## config.mk

```make
export PLATFORM = sky130hd
export DESIGN_NAME = program_loader
export DESIGN_NICKNAME = d
export VERILOG_FILES = /design/src/rtl/program_loader.sv
export SDC_FILE = /design/constraint.sdc
export NUM_CORES = 1
export LEC_CHECK = 0
export CORE_MARGIN = 1.5
export CORE_UTILIZATION = 35
export DETAILED_ROUTE_END_ITERATION = 7
export GPL_TIMING_DRIVEN = 0
export HOLD_SLACK_MARGIN = 0.12
export SYNTH_ARGS = -nofsm -noshare
export SYNTH_HDL_FRONTEND = slang
export SYNTH_SLANG_ARGS = --single-unit
export TNS_END_PERCENT = 100
```

## constraint.sdc

```tcl
create_clock -name clock -period 8.7 [get_ports clock]
set_clock_uncertainty 0.2 [all_clocks]
set_input_delay 1.74 -clock clock [delete_from_list [all_inputs] [get_ports clock]]
set_output_delay 1.74 -clock clock [all_outputs]
set_load 0.02 [all_outputs]
```

## src/rtl/program_loader.sv

```systemverilog
// Copies a program image word by word from the disk read port into instruction memory.
// One word is in flight at a time; every output is registered.
module program_loader #(
  parameter int unsigned MEM_WORDS  = 201,
  parameter logic [2:0]  WRITE_CODE = 3'd1
) (
  input  logic        clock,
  input  logic        reset,
  input  logic        start,
  input  logic [31:0] src_base,
  input  logic [31:0] dst_base,
  input  logic [31:0] length,
  output logic        disk_req,
  output logic [31:0] disk_addr,
  input  logic        disk_ack,
  input  logic [31:0] disk_data,
  output logic [31:0] entradaDeInstrucao,
  output logic [31:0] posicaoParaSalvarInstrucao,
  output logic [2:0]  controleSalvaInstrucao,
  output logic        busy,
  output logic        done,
  output logic        error
);

  typedef enum logic [2:0] {StIdle, StReq, StWrite, StDone, StErr} state_t;

  state_t      state_q;
  logic [31:0] src_q;
  logic [31:0] dst_q;
  logic [31:0] len_q;
  logic [31:0] count_q;

  logic [32:0] dst_end;
  logic        too_long;
  logic        last_word;

  // 33-bit sum so a destination near the top of the address space cannot wrap into range.
  assign dst_end   = {1'b0, dst_base} + {1'b0, length};
  assign too_long  = dst_end > 33'(MEM_WORDS);
  assign last_word = (count_q + 32'd1) == len_q;

  always_ff @(posedge clock or negedge reset) begin
    if (!reset) begin
      state_q                    <= StIdle;
      src_q                      <= '0;
      dst_q                      <= '0;
      len_q                      <= '0;
      count_q                    <= '0;
      disk_req                   <= 1'b0;
      disk_addr                  <= '0;
      entradaDeInstrucao         <= '0;
      posicaoParaSalvarInstrucao <= '0;
      controleSalvaInstrucao     <= 3'd0;
      busy                       <= 1'b0;
      done                       <= 1'b0;
      error                      <= 1'b0;
    end else begin
      done                   <= 1'b0;
      error                  <= 1'b0;
      controleSalvaInstrucao <= 3'd0;
      unique case (state_q)
        StIdle: begin
          if (start) begin
            src_q   <= src_base;
            dst_q   <= dst_base;
            len_q   <= length;
            count_q <= '0;
            if (length == 32'd0) begin
              state_q <= StDone;
              done    <= 1'b1;
              busy    <= 1'b1;
            end else if (too_long) begin
              state_q <= StErr;
              error   <= 1'b1;
            end else begin
              state_q   <= StReq;
              disk_req  <= 1'b1;
              disk_addr <= src_base;
              busy      <= 1'b1;
            end
          end
        end
        StReq: begin
          if (disk_ack) begin
            state_q                    <= StWrite;
            disk_req                   <= 1'b0;
            entradaDeInstrucao         <= disk_data;
            posicaoParaSalvarInstrucao <= dst_q + count_q;
            controleSalvaInstrucao     <= WRITE_CODE;
          end
        end
        StWrite: begin
          if (last_word) begin
            state_q <= StDone;
            done    <= 1'b1;
          end else begin
            state_q   <= StReq;
            count_q   <= count_q + 32'd1;
            disk_req  <= 1'b1;
            disk_addr <= src_q + count_q + 32'd1;
          end
        end
        StDone: begin
          state_q <= StIdle;
          busy    <= 1'b0;
        end
        StErr: begin
          state_q <= StIdle;
        end
        default: begin
          state_q <= StIdle;
        end
      endcase
    end
  end

endmodule

```

==> flow_metrics.tcl <==
set metrics [dict create \
    outcome "finished clean" \
    netlist_instances 1701 \
    top_layer "met4" \
    wl_um 51100 \
    post_cts_buffers 0 \
    cts_tree "done" \
    htree_levels 1 \
    period_share_pct 72.0 \
    die_h_um 214 \
    ant_nets 0 \
    wl_per_cell_um 19.9 \
    required_ns 8.92 \
    yosys_warnings 0 \
    max_slew.worst_pin.slew_ns 0.998 \
    fin_crit_ns 6.27 \
    routabilityCongestion 0.927 \
    syn_to_final_growth_pct 25.3 \
    synth_edf_count 0 \
    crit_type "in -> reg" \
    path_clk_slew_ns 0.06 \
    setup_violations 0 \
    end_kind "flip-flop" \
    ys_seq_elements 232 \
    drc 0 \
    ir_drop_v 0.000152 \
    avgSynthCellArea_um2 9.20 \
    hold_violations 0 \
    power_mw 3.46 \
    layout.nets 2193 \
    drv_cap 0 \
    startpoint_type "primary input" \
    netlist_area_mm2 0.0156 \
    cts_buffers 25 \
    mostFrequentLayoutCells "240 x nand2_1, 232 x dfrtp_1, 231 x clkdlybuf4s50_1, 156 x o21ai_0, 102 x a21oi_1" \
    ys.flop_type "dfrtp_1" \
    drv_slew 0 \
    vias_per_cell 5.36 \
    die_w_um 214 \
    rsz0062_at_grt "no" \
    placementRows 77 \
    io_pins 235 \
    met1_length_um 23400 \
    critPathBufInv 3 \
    p_leak_nw 8.65 \
    cts.repair.resized 0 \
    port_buffers 232 \
    grt.overflow.total 0 \
    root_buffer "clkbuf_16" \
    antenna_found_initial 0 \
    cpMaxStageDelayCell "clkdlybuf4s50_1" \
    antenna_cells 0 \
    dieArea_mm2 0.0460 \
    grt_max_degree 114 \
    ys_seq_area_share_pct 37.1 \
    drive_gt1_share_pct 10.6 \
    grt.total_usage_pct 22.0 \
    crit_family "simple AND/OR/NAND/NOR gates" \
    clock_sinks 232 \
    clk_latency_ns 0.55 \
    coreArea_mm2 0.0441 \
    drtPass1Iterations 5 \
    ys_types 85 \
    finish.utilization_pct 44.4 \
    synth-async-reset-ratio_pct 100 \
    grt_pass1_wl_um 79800 \
    p_per_area_mw_per_mm2 177 \
    path_max_fanout 10 \
    dp_hpwl_um 41400 \
    min_path_type "reg -> reg" \
    vias 13800 \
    design_area_mm2 0.0196 \
    hold_buffers 0 \
    clockBufferDepth 3 \
    critPathMaxStageDelay_ns 0.59 \
    layout_commonest_cell "nand2_1" \
    timing.fmax_mhz 160 \
    placed_area_mm2 0.0188 \
    floorplan.initialDensity_pct 35.4 \
    cp_data_arrival_time_ns 6.49 \
    path_cells "clkdlybuf4s50_1 -> ha_1 -> inv_1 -> fa_1 -> nor2b_2 -> o31a_2 -> a41oi_1 -> a2bb2oi_1 -> a32o_1 -> or2_0 -> or4_1 -> nor4b_2 -> nand4_1 -> o31ai_2 -> nand3_2 -> buf_6 -> mux2_4" \
    drt_iter0_markers 731 \
    wl_met3_um 2110 \
    dr_wl_met2_um 24300 \
    max_slew_margin_pct 32.9 \
    grt_pass1_vias 13700 \
]
metrics by stage:
stage          hold WS (ns)  setup TNS, ns  setup slack [ns]  std cells
2_1_floorplan         0.282              0              3.27       1702
3_3_place_gp          0.256       -1002.47             -4.35       2526
3_5_place_dp          0.261              0              1.88       2528
4_1_cts               0.277              0              2.43       2573
5_1_grt               0.290              0              2.27       2573
6_report              0.270              0              2.43       2573
cells by family (layout without fill, tap and decap cells):
kind of cell	count (synthesis)	in the layout	share of synthesized area, %
AO/OA/AOI/OAI	471	471	19.1
XOR/XNOR	106	106	5.94
adder cells (fa/ha/maj)	98	98	7.98
buffers and inverters	123	402	3.22
flip-flops	232	232	37.1
multiplexers	140	140	10.6
other	1	2	0.0240
AND/OR/NAND/NOR	530	530	16.0
layout make-up:
cell class	count	area (um2)
sequential	232	5810
clock buffer	36	747
inverter	53	199
fill	4376	24500
clock inverter	9	86.3
tap	592	741
buffer	70	304
timing repair buffer	234	2380
multi-input combinational	1347	9340
metal layers:
| layer | track usage (%) | up-vias |
|---|---|---|
| met5 | 0 | - |
| met4 | 5.73 | 0 |
| met3 | 2.11 | 68 |
| met2 | 37.2 | 345 |
| met1 | 30.1 | 6660 |
| li1 | - | 6724 |
state kept, by name (all words and copies together) (netlist names), 3 cells and up:
register and cells:
count_q 32, len_q 32, entradaDeInstrucao 32, state_q 3, dst_q 32, disk_addr 32, src_q 32, posicaoParaSalvarInstrucao 32
final timing paths:
path,startpoint,to,slack (ns),cells after the start
hold / removal,posicaoParaSalvarInstrucao[3],posicaoParaSalvarInstrucao[3],0.27,2
setup reg to reg,count_q[0],count_q[11],3.24,12
max in group asynchronous,reset,dst_q[6],6.59,2
min in group asynchronous,reset,entradaDeInstrucao[20],0.84,1
setup / recovery,length[0],disk_addr[1],2.43,17
hold reg to reg,posicaoParaSalvarInstrucao[3],posicaoParaSalvarInstrucao[3],0.27,2
where the power goes:
group | leakage, nW | switching, mW | total (mW) | internal (mW)
combinational | 5.44 | 0.531 | 1.02 | 0.490
clock | 0.408 | 0.451 | 1.08 | 0.627
sequential | 2.80 | 0.119 | 1.36 | 1.24
total | 8.65 | 1.10 | 3.46 | 2.36
cell usage after synthesis (15+ instances only):
cell,instances,area (um2)
a21o_1,43,323
a21oi_1,102,510
a31oi_1,18,113
and3_1,17,106
clkbuf_1,56,210
dfrtp_1,232,5810
ha_1,95,1190
inv_1,52,195
mux2_2,99,1110
mux2_4,27,405
nand2_1,240,901
nand2b_1,16,100
nand3_1,46,230
nand4_1,26,163
nor2_1,83,312
nor3_1,27,135
nor4_1,17,106
o21a_1,15,113
o21ai_0,156,781
o31ai_1,31,233
xnor2_1,55,482
xor2_1,51,447
worst min-delay path: cells and delay by family, from the launching register on:
kind	cells	cell delay (ns)
DFF	1	0.34
and+or+nand+nor	2	0.10
Note: power is estimated with default switching activity, not from simulation.
